`src/rtl/regfile_wb_pkg.sv`:
```
// -----------------------------------------------------------------------------
// regfile_wb_pkg
// Shared types and constants for the architectural integer register file:
// register address/data widths, the hard-wired zero register, and a small
// address-match helper used by the read-bypass and scoreboard logic.
// -----------------------------------------------------------------------------
package regfile_wb_pkg;

    localparam int NUM_REGS   = 32;
    localparam int REG_ADDR_W = 5;
    localparam int REG_W      = 32;

    typedef logic [REG_ADDR_W-1:0] reg_addr_t;
    typedef logic [REG_W-1:0]      reg_data_t;

    // x0 is hard-wired to zero and never tracked.
    localparam reg_addr_t ZERO_REG = 5'd0;

    // True when an enabled access targets address b and b is not x0.
    function automatic logic addr_hit(input logic en, input reg_addr_t a, input reg_addr_t b);
        return en && (a == b) && (b != ZERO_REG);
    endfunction

endpackage

```
`src/rtl/regfile_wb_if.sv`:
```
// -----------------------------------------------------------------------------
// regfile_wb_if
// Bundles the writeback, read, issue/cancel and status signals of regfile_wb.
//   master : pipeline side (drives writeback, reads, issue, cancel)
//   slave  : register file side (returns read data, stall, scoreboard full)
// Signal suffixes (_i/_o) are from the register file's point of view.
// -----------------------------------------------------------------------------
interface regfile_wb_if;
    import regfile_wb_pkg::*;

    logic      write_i;
    reg_addr_t regw_addr_i;
    reg_data_t regw_data_i;
    logic      re1_i;
    reg_addr_t raddr1_i;
    logic      re2_i;
    reg_addr_t raddr2_i;
    reg_data_t rdata1_o;
    reg_data_t rdata2_o;
    logic      issue_i;
    reg_addr_t issue_addr_i;
    logic      cancel_i;
    reg_addr_t cancel_addr_i;
    logic      stall_o;
    logic      sb_full_o;

    modport master (
        output write_i, regw_addr_i, regw_data_i,
        output re1_i, raddr1_i, re2_i, raddr2_i,
        output issue_i, issue_addr_i, cancel_i, cancel_addr_i,
        input  rdata1_o, rdata2_o, stall_o, sb_full_o
    );

    modport slave (
        input  write_i, regw_addr_i, regw_data_i,
        input  re1_i, raddr1_i, re2_i, raddr2_i,
        input  issue_i, issue_addr_i, cancel_i, cancel_addr_i,
        output rdata1_o, rdata2_o, stall_o, sb_full_o
    );

endinterface

```
`src/rtl/regfile_sb.sv`:
```
// -----------------------------------------------------------------------------
// regfile_sb
// Pending-write scoreboard: one CNT_W-bit counter per architectural register.
// Each edge a counter moves by (issue - writeback - cancel) in a single step,
// clamped at 0; an increment that would overflow is dropped.
// Ports:
//   clock, reset          clock / asynchronous active-high reset
//   inc_i/inc_addr_i      issue of a write to a register
//   wb_i/wb_addr_i        writeback of a register
//   cancel_i/_addr_i      squash of a previously issued write
//   rdN_en_i/rdN_addr_i   read source lookups
//   pendingN_o            source N has a write in flight
//   full_o                counter of inc_addr_i is saturated
// Optional: REGFILE_BYPASS_EN lets a same-cycle writeback retire one count
// for the pending lookup.
// -----------------------------------------------------------------------------
module regfile_sb
    import regfile_wb_pkg::*;
#(
    parameter int CNT_W = 2
) (
    input  logic      clock,
    input  logic      reset,
    input  logic      inc_i,
    input  reg_addr_t inc_addr_i,
    input  logic      wb_i,
    input  reg_addr_t wb_addr_i,
    input  logic      cancel_i,
    input  reg_addr_t cancel_addr_i,
    input  logic      rd1_en_i,
    input  reg_addr_t rd1_addr_i,
    input  logic      rd2_en_i,
    input  reg_addr_t rd2_addr_i,
    output logic      pending1_o,
    output logic      pending2_o,
    output logic      full_o
);

    localparam logic [CNT_W-1:0] CNT_MAX = '1;

    logic [CNT_W-1:0] cnt_q [NUM_REGS];
    logic [CNT_W-1:0] cnt_d [NUM_REGS];

    // Net update of one counter: an increment cancels one decrement first,
    // remaining decrements clamp at zero, a pure increment at max is dropped.
    function automatic logic [CNT_W-1:0] next_cnt(
        input logic [CNT_W-1:0] cnt,
        input logic             inc,
        input logic             dec_a,
        input logic             dec_b
    );
        logic [1:0]       dec_n;
        logic [CNT_W+1:0] cnt_w;
        logic [CNT_W+1:0] dec_w;
        dec_n = {1'b0, dec_a} + {1'b0, dec_b};
        if (inc) begin
            if (dec_n == 2'd0)
                return (cnt == CNT_MAX) ? cnt : cnt + CNT_W'(1);
            dec_n = dec_n - 2'd1;
        end
        cnt_w = {2'b00, cnt};
        dec_w = {{CNT_W{1'b0}}, dec_n};
        if (cnt_w <= dec_w)
            return '0;
        return CNT_W'(cnt_w - dec_w);
    endfunction

    // NOTE: every always_comb output gets a default before any condition, so
    // no path leaves a value unassigned and no latch is inferred.
    always_comb begin
        cnt_d[0] = '0;
        for (int r = 1; r < NUM_REGS; r++) begin
            cnt_d[r] = next_cnt(cnt_q[r],
                                inc_i    && (inc_addr_i    == reg_addr_t'(r)),
                                wb_i     && (wb_addr_i     == reg_addr_t'(r)),
                                cancel_i && (cancel_addr_i == reg_addr_t'(r)));
        end
    end

    // NOTE: the counter array is reset explicitly (not left to power-up
    // contents) because a reset must drop every in-flight write at once.
    // NOTE: state is updated only with non-blocking assignments so every flop
    // samples pre-edge values regardless of process ordering.
    always_ff @(posedge clock or posedge reset) begin
        if (reset) begin
            for (int r = 0; r < NUM_REGS; r++)
                cnt_q[r] <= '0;
        end else begin
            cnt_q <= cnt_d;
        end
    end

    always_comb begin
        pending1_o = rd1_en_i && (rd1_addr_i != ZERO_REG) && (cnt_q[rd1_addr_i] != '0);
        pending2_o = rd2_en_i && (rd2_addr_i != ZERO_REG) && (cnt_q[rd2_addr_i] != '0);
`ifdef REGFILE_BYPASS_EN
        // The writeback landing this cycle is forwarded, so it retires one count.
        if (addr_hit(wb_i, wb_addr_i, rd1_addr_i))
            pending1_o = rd1_en_i && (cnt_q[rd1_addr_i] > CNT_W'(1));
        if (addr_hit(wb_i, wb_addr_i, rd2_addr_i))
            pending2_o = rd2_en_i && (cnt_q[rd2_addr_i] > CNT_W'(1));
`endif
        full_o = (inc_addr_i != ZERO_REG) && (cnt_q[inc_addr_i] == CNT_MAX);
    end

endmodule

```
`src/rtl/regfile_wb.sv`:
```
// -----------------------------------------------------------------------------
// regfile_wb
// Architectural integer register file at the end of the memory/writeback
// pipeline register. One writeback per cycle, two combinational read ports,
// and a per-register pending-write scoreboard driving a decode stall.
// Ports:
//   clock  system clock (rising edge)
//   reset  asynchronous active-high; clears registers and counters
//   bus    regfile_wb_if.slave: writeback, reads, issue/cancel, stall/full
// Parameter CNT_W: width of each pending counter (max 2**CNT_W-1 in flight).
// Optional: define REGFILE_BYPASS_EN to forward same-cycle writeback data to
// the read ports and resolve the last pending write in its writeback cycle.
// -----------------------------------------------------------------------------
module regfile_wb
    import regfile_wb_pkg::*;
#(
    parameter int CNT_W = 2
) (
    input  logic        clock,
    input  logic        reset,
    regfile_wb_if.slave bus
);

    reg_data_t regs_q [NUM_REGS];
    reg_data_t regs_d [NUM_REGS];
    reg_data_t rdata1;
    reg_data_t rdata2;
    logic      pending1;
    logic      pending2;
    logic      sb_full;

    always_comb begin
        regs_d = regs_q;
        if (bus.write_i && (bus.regw_addr_i != ZERO_REG))
            regs_d[bus.regw_addr_i] = bus.regw_data_i;
    end

    always_ff @(posedge clock or posedge reset) begin
        if (reset) begin
            for (int r = 0; r < NUM_REGS; r++)
                regs_q[r] <= '0;
        end else begin
            regs_q <= regs_d;
        end
    end

    always_comb begin
        rdata1 = '0;
        rdata2 = '0;
        if (bus.re1_i && (bus.raddr1_i != ZERO_REG))
            rdata1 = regs_q[bus.raddr1_i];
        if (bus.re2_i && (bus.raddr2_i != ZERO_REG))
            rdata2 = regs_q[bus.raddr2_i];
`ifdef REGFILE_BYPASS_EN
        // Forwarding is suppressed under reset so reads stay zero while held.
        if (!reset && bus.re1_i && addr_hit(bus.write_i, bus.regw_addr_i, bus.raddr1_i))
            rdata1 = bus.regw_data_i;
        if (!reset && bus.re2_i && addr_hit(bus.write_i, bus.regw_addr_i, bus.raddr2_i))
            rdata2 = bus.regw_data_i;
`endif
    end

    regfile_sb #(.CNT_W(CNT_W)) u_sb (
        .clock         (clock),
        .reset         (reset),
        .inc_i         (bus.issue_i),
        .inc_addr_i    (bus.issue_addr_i),
        .wb_i          (bus.write_i),
        .wb_addr_i     (bus.regw_addr_i),
        .cancel_i      (bus.cancel_i),
        .cancel_addr_i (bus.cancel_addr_i),
        .rd1_en_i      (bus.re1_i),
        .rd1_addr_i    (bus.raddr1_i),
        .rd2_en_i      (bus.re2_i),
        .rd2_addr_i    (bus.raddr2_i),
        .pending1_o    (pending1),
        .pending2_o    (pending2),
        .full_o        (sb_full)
    );

    assign bus.rdata1_o  = rdata1;
    assign bus.rdata2_o  = rdata2;
    assign bus.stall_o   = pending1 | pending2;
    assign bus.sb_full_o = sb_full;

endmodule
```
`src/flat_wrapper.sv`:
```
// flat-port wrapper written by rule: the top's interface ports become plain ports
module regfile_wb_flat import regfile_wb_pkg::*;
#(
    parameter int CNT_W = 2
)
  (clock, reset, bus_write_i, bus_regw_addr_i, bus_regw_data_i, bus_re1_i, bus_raddr1_i, bus_re2_i, bus_raddr2_i, bus_issue_i, bus_issue_addr_i, bus_cancel_i, bus_cancel_addr_i, bus_rdata1_o, bus_rdata2_o, bus_stall_o, bus_sb_full_o);
  regfile_wb_if bus_i ();
  input  logic clock;
  input  logic reset;
  input wire logic [$bits(bus_i.write_i)-1:0] bus_write_i;
  input wire logic [$bits(bus_i.regw_addr_i)-1:0] bus_regw_addr_i;
  input wire logic [$bits(bus_i.regw_data_i)-1:0] bus_regw_data_i;
  input wire logic [$bits(bus_i.re1_i)-1:0] bus_re1_i;
  input wire logic [$bits(bus_i.raddr1_i)-1:0] bus_raddr1_i;
  input wire logic [$bits(bus_i.re2_i)-1:0] bus_re2_i;
  input wire logic [$bits(bus_i.raddr2_i)-1:0] bus_raddr2_i;
  input wire logic [$bits(bus_i.issue_i)-1:0] bus_issue_i;
  input wire logic [$bits(bus_i.issue_addr_i)-1:0] bus_issue_addr_i;
  input wire logic [$bits(bus_i.cancel_i)-1:0] bus_cancel_i;
  input wire logic [$bits(bus_i.cancel_addr_i)-1:0] bus_cancel_addr_i;
  output wire logic [$bits(bus_i.rdata1_o)-1:0] bus_rdata1_o;
  output wire logic [$bits(bus_i.rdata2_o)-1:0] bus_rdata2_o;
  output wire logic [$bits(bus_i.stall_o)-1:0] bus_stall_o;
  output wire logic [$bits(bus_i.sb_full_o)-1:0] bus_sb_full_o;
  assign bus_i.write_i = bus_write_i;
  assign bus_i.regw_addr_i = bus_regw_addr_i;
  assign bus_i.regw_data_i = bus_regw_data_i;
  assign bus_i.re1_i = bus_re1_i;
  assign bus_i.raddr1_i = bus_raddr1_i;
  assign bus_i.re2_i = bus_re2_i;
  assign bus_i.raddr2_i = bus_raddr2_i;
  assign bus_i.issue_i = bus_issue_i;
  assign bus_i.issue_addr_i = bus_issue_addr_i;
  assign bus_i.cancel_i = bus_cancel_i;
  assign bus_i.cancel_addr_i = bus_cancel_addr_i;
  assign bus_rdata1_o = bus_i.rdata1_o;
  assign bus_rdata2_o = bus_i.rdata2_o;
  assign bus_stall_o = bus_i.stall_o;
  assign bus_sb_full_o = bus_i.sb_full_o;
  regfile_wb #(.CNT_W(CNT_W)) u_core (.clock(clock), .reset(reset), .bus(bus_i));
endmodule
```
`config.mk`:
```
export PLATFORM = sky130hd
export DESIGN_NAME = regfile_wb_flat
export DESIGN_NICKNAME = d
export VERILOG_FILES = /design/src/rtl/regfile_wb_pkg.sv /design/src/rtl/regfile_wb_if.sv /design/src/rtl/regfile_sb.sv /design/src/rtl/regfile_wb.sv /design/src/flat_wrapper.sv
export SDC_FILE = /design/constraint.sdc
export NUM_CORES = 2
export LEC_CHECK = 0
export BUFFER_PORTS_ARGS = -buffer_cell sky130_fd_sc_hd__buf_2
export CAP_MARGIN = 20
export CORE_AREA = 8 8 426 386
export DETAILED_ROUTE_END_ITERATION = 7
export DIE_AREA = 0 0 434 394
export PLACE_DENSITY = 0.67
export SYNTH_ARGS = -nofsm -noshare
export SYNTH_HDL_FRONTEND = slang
export SYNTH_SLANG_ARGS = --single-unit
```
`constraint.sdc`:
```
create_clock -name clock -period 41.3 [get_ports clock]
set_input_delay 6.195 -clock clock [delete_from_list [all_inputs] [get_ports clock]]
set_output_delay 6.195 -clock clock [all_outputs]
set_load 0.01 [all_outputs]
```
# [Word-level counts from Yosys, hierarchy flattened]
# Cells that the tools add are included.
[op_classes] n_addsub=124 n_lt_le_gt_ge=36 eq_ne=125 muxes=454 bitwise_logic=5 reduce_logical=137
[ops] cell="$bwmux 1024" count=1
[ops] cell="$mux 2" count=254
[ops] cell="$bmux 32 s5" count=2
[ops] cell="$eq 5x5->1 const B" count=48
[ops] cell="$mux 32" count=7
[ops] cell="$mux 1" count=186
[ops] cell="$demux 32 s5" count=1
[ops] cell="$eq 5x4->1 const B" count=24
[ops] cell="$logic_and 1x1->1" count=100
[ops] cell="$eq 2x2->1 const B" count=32
[ops] cell="$add 1x1->2" count=31
[ops] cell="$add 2x1->2 const B" count=31
[ops] cell="$le 2x2->1" count=31
[ops] cell="$logic_not 2->1" count=31
[ops] cell="$sub 2x1->2 const B" count=31
[ops] cell="$sub 2x2->2" count=31
[ops] cell="$eq 5x3->1 const B" count=12
[ops] cell="$bmux 2 s5" count=3
[ops] cell="$eq 5x2->1 const B" count=6
[ops] cell="$ge 6x6->1 const B" count=4
[ops] cell="$not 5->6" count=4
[ops] cell="$reduce_bool 5->1" count=4
[ops] cell="$eq 5x1->1 const B" count=3
[ops] cell="$lt 6x1->1 const B" count=1
[ops] cell="other kinds (2)" count=3
[word_totals] ff_bits=1086

# [Logic depth before layout (Yosys ltp)]
[depth] word_depth=13 ltp_mapped=12

# [Modules after synthesis]
# A second synthesis with hierarchy kept.
[hier_totals] cells_unflattened=4981 area_unflattened_um2=64047.7
[by_module_without_submodules] mod="regfile_wb" n_inst=1 cells_per_inst=3951 area_each_um2=55529.5 seq_area_each_um2=25624.6
[by_module_without_submodules] mod="regfile_sb" n_inst=1 cells_per_inst=1030 area_each_um2=8518.2 seq_area_each_um2=1551.5

# [Worst setup path before layout]
# No wires, ideal clock.
[synth_timing] path_kind="input port to output port" startpoint="in bus_raddr2_i[0]" endpoint="out bus_rdata2_o[11]" arrival_time_ps=7894 t_required_ps=35105 path_slack_ps=27211 cell_stages=7 n_path_buf=3 path_cell_list="buf_2 buf_2 buf_2 mux4_2 mux2i_1 a21oi_1 o22a_1"
[synth_via] elab_chain_len=5
[synth_rtl] element="start: declaration" line_no="flat_wrapper.sv:16" text="input wire logic [$bits(bus_i.raddr2_i)-1:0] bus_raddr2_i;"
[synth_rtl] element="$not 5->6 (not written as such)" line_no="regfile_wb.sv:53" text="rdata2 = regs_q[bus.raddr2_i];"
[synth_rtl] element="$bmux 32 s5" line_no="regfile_wb.sv:53"
[synth_rtl] element="$mux 32 (not written as such) (2 in series)" line_no="regfile_wb.sv:53"
[synth_rtl] element="$mux 32 *" line_no="regfile_wb.sv:52" text="if (bus.re2_i && (bus.raddr2_i != ZERO_REG))"
[synth_rtl] element="end: declaration" line_no="flat_wrapper.sv:22" text="output wire logic [$bits(bus_i.rdata2_o)-1:0] bus_rdata2_o;"
# Every way passes the cells marked *; elsewhere a longest branch is shown, timed or not. The select of a mux whose other input is x is not followed.

# [Worst setup path after layout]
[layout_timing] startpoint="in bus_raddr1_i[1]" endpoint="out bus_rdata1_o[13]"
[layout_via] elab_chain_len=5
[layout_rtl] element="start: declaration" line_no="flat_wrapper.sv:14" text="input wire logic [$bits(bus_i.raddr1_i)-1:0] bus_raddr1_i;"
[layout_rtl] element="$not 5->6 (not written as such)" line_no="regfile_wb.sv:51" text="rdata1 = regs_q[bus.raddr1_i];"
[layout_rtl] element="$bmux 32 s5" line_no="regfile_wb.sv:51"
[layout_rtl] element="$mux 32 (not written as such) (2 in series)" line_no="regfile_wb.sv:51"
[layout_rtl] element="$mux 32 *" line_no="regfile_wb.sv:50" text="if (bus.re1_i && (bus.raddr1_i != ZERO_REG))"
[layout_rtl] element="end: declaration" line_no="flat_wrapper.sv:21" text="output wire logic [$bits(bus_i.rdata1_o)-1:0] bus_rdata1_o;"
# Marks and branches as above.

==> impl_results.md <==
* Outcome: finished clean
* Die area at 171000 µm²
* Synthesized-area fraction occupied by adder cells at 0.0286
* WP buf/inv at 5
* Sink Count at 1086
* Setup bufs post-CTS at 0
* Slowest stage cell, crit path: buf_4
* Clock buffer depth at 3
* Tot GR Track Use at 0.233
* Mapped Nets at 5335
* Wire length per cell at 28.3 µm
* Cells after Synth at 5147
* Vias at 44700
* Crit. End Element: primary output
* Final wirelength at 204 mm
* Fin crit share at 0.403
* Setup TNS at 0 ns
* Required time worst endpoint at 35.10 ns
* Yosys warning count at 0
* Delay-heaviest family, CP: buffers and inverters
* Die Span Y at 394 µm
* Final number of setup-violating endpoints at 0
* Synth Area in Compound Gates at 0.0485
* Period minus WS final at 16.64 ns
* Final cell count without fillers at 7208
* CP Cell Sequence: buf_8 -> buf_4 -> buf_4 -> buf_4 -> mux4_2 -> mux2_2 -> a21oi_1 -> o21ai_0 -> and3_1 -> buf_2
* First-pass GRT wire length at 302 mm
* Total core area at 157000 µm²
* RSZ-0062 raised after global routing: false
* MaxCap Viol Count at 0
* Vias per cell at 6.21
* Grt ovf at 0
* Cell Pwr Density at 47.3 nW/µm²
* I/O Buffers at 129
* Clock root buffer master: clkbuf_16
* Largest net degree at the start of global routing at 175
* Worst hold path type: reg2reg
* Number of global-route vias before repair at 45200
* Io pins at 130
* NumNets Final at 5194
* Critical path type: in2out
* Fin. Hold Viols at 0
* Distinct cell type count after synthesis at 57
* CP Launch Point: bus_raddr1_i[1]
* Reg2reg start: u_core.u_sb.cnt_q[52]$_DFFE_PP0P_
* Max VDD drop at 0.0000343 V
* CP max stage delay at 0.81 ns
* Fill count at 14300
* TritonCTS clock tree: done
* Row cnt at 138
* Antenna violations before repair at 20
* Initial drt markers at 4945
* CP max FO at 54
* Hpwl dp at 113 mm
* Post-synthesis simple-gate area fraction at 0.0949
* H-Tree Depth at 3
* CP Launch Type: primary input
* Syn-to-layout area delta at 9.99%
* Synthesized area at 62300 µm²
* Final routed DRC violation total at 0
* DR pass1 iterations at 7
* Yosys reg bits at 1086
* Initial core utilization at 0.398
* Lkg Pwr at 0.0303 µW
* # resized after CTS at 0
* Most frequent cells in the layout: 1086 x dfrtp_1, 1075 x nand2_1, 689 x mux2_2
* Mux share of post-synthesis cell area at 0.345
* Cell seen most often among critical-path stages: buf_4
* Placed insts at 6991
* Final estimated routing congestion in global placement at 0.863
* Avg Synthesized Cell Area at 12.1 µm²
* Leading cell type in the layout, fill and taps excluded: dfrtp_1
* Fin Hold WS at 0.396 ns
* Fraction of registers with async set/reset at 1.00
* Worst-path clk slew at 0.06 ns
* Remaining antenna violation count at 0
* Clk_skew at 0.00648 ns
* Relative slew slack at 0.203
* Hold Path Origin: u_core.regs_q[1022]$_DFFE_PP0P_
* Layout cell share with drive strength beyond 1 at 0.328
* Post-Synth XOR/XNOR Area at 0.00731
* Clock Latency Late Sink at 0.72 ns
* EDFF count, synth at 0
* Crit path DAT at 10.45 ns
* Primary FF master, synth: dfrtp_1
* FMAX at 60.1 MHz
* Worst-Margin Slew at 1.20 ns
* TritonCTS Buffers at 112
* Sequential share of the synthesized area at 0.436
* Final Power at 3240 µW
* Hold buffer count at CTS at 0
* Die Span X at 434 µm
* Main combinational cell family by area after synthesis: multiplexers
* Slew Viols, Final at 0
## power by group
part	switching [µW]	internal, µW	leakage, µW
clock network	458	626	0.00191
logic	318	396	0.0144
registers	172	1270	0.0140
## worst paths after layout
kind / end / slack, ns / cells after the start
max: bus_rdata1_o[13] / 24.66 / 10
min: u_core.regs_q[1022]$_DFFE_PP0P_ / 0.40 / 0
max reg2reg: u_core.u_sb.cnt_q[53]$_DFFE_PP0P_ / 39.60 / 6
min reg2reg: u_core.regs_q[1022]$_DFFE_PP0P_ / 0.40 / 0
max in group asynchronous: u_core.regs_q[647]$_DFFE_PP0P_ / 30.71 / 7
min in group asynchronous: u_core.regs_q[952]$_DFFE_PP0P_ / 5.57 / 2
## Yosys cell counts, drive strengths merged, types with 4 or more instances
cell type / instances / share of area
a211o: 9 / 0.0013
a211oi: 87 / 0.010
a21oi: 109 / 0.0088
a22oi: 17 / 0.0020
a31oi: 22 / 0.0022
and2: 6 / 0.00060
and3: 38 / 0.0038
buf: 190 / 0.016
clkbuf: 288 / 0.017
dfrtp: 1086 / 0.44
fa: 31 / 0.010
ha: 93 / 0.019
inv: 97 / 0.0058
mux2: 689 / 0.12
mux2i: 204 / 0.033
mux4: 521 / 0.19
nand2: 1091 / 0.066
nand2b: 14 / 0.0014
nand3: 38 / 0.0031
nand3b: 6 / 0.00072
nand4: 4 / 0.00040
nor2: 115 / 0.0073
nor2b: 52 / 0.0052
nor3: 54 / 0.0043
nor3b: 5 / 0.00076
nor4: 5 / 0.00050
o211ai: 9 / 0.0011
o21ai: 57 / 0.0046
o22a: 47 / 0.0066
o22ai: 48 / 0.0048
o31ai: 36 / 0.0043
xnor2: 41 / 0.0058
xor2: 11 / 0.0015
## sequential cells by signal, indices dropped and copies added (netlist names)
| register | cells |
|---|---|
| u_core.u_sb.cnt_q | 62 |
| u_core.regs_q | 1024 |
## layer usage
metal / global-route usage / wire, µm
met1: 0.291 / 76100
met2: 0.372 / 95600
met3: 0.0514 / 18500
met4: 0.139 / 13600
met5: 0 / 119
## cell type report
| type | instances | area, µm² | share of cell area |
|---|---|---|---|
| Antenna cell | 9 | 22.5 | 0.000328 |
| Clock buffer | 157 | 3260 | 0.0475 |
| Tap cell | 2100 | 2630 | 0.0383 |
| Clock inverter | 50 | 648 | 0.00945 |
| Multi-Input combinational cell | 3485 | 33000 | 0.481 |
| Sequential cell | 1086 | 27200 | 0.396 |
| Timing Repair Buffer | 223 | 1480 | 0.0215 |
| Inverter | 98 | 375 | 0.00547 |
## through the flow
step,cell area (µm²),setup slack (ns),utilization
floorplan,62300,4.53,-
global placement,64600,24.76,0.412
detailed placement,64600,24.81,0.412
CTS,68500,24.80,0.437
global route,68600,24.61,0.437
finish,68600,24.66,0.437
## logic make-up (layout without fill, tap and decap cells)
logic type      after synthesis  in the layout
simple gates               1437           1437
mux                        1414           1414
flops                      1086           1086
buf+inv                     576            528
compound gates              458            458
fa+ha+maj                   124            124
xor+xnor                     52             52
other cells                   0              9
(Power assumes the default switching activity.)
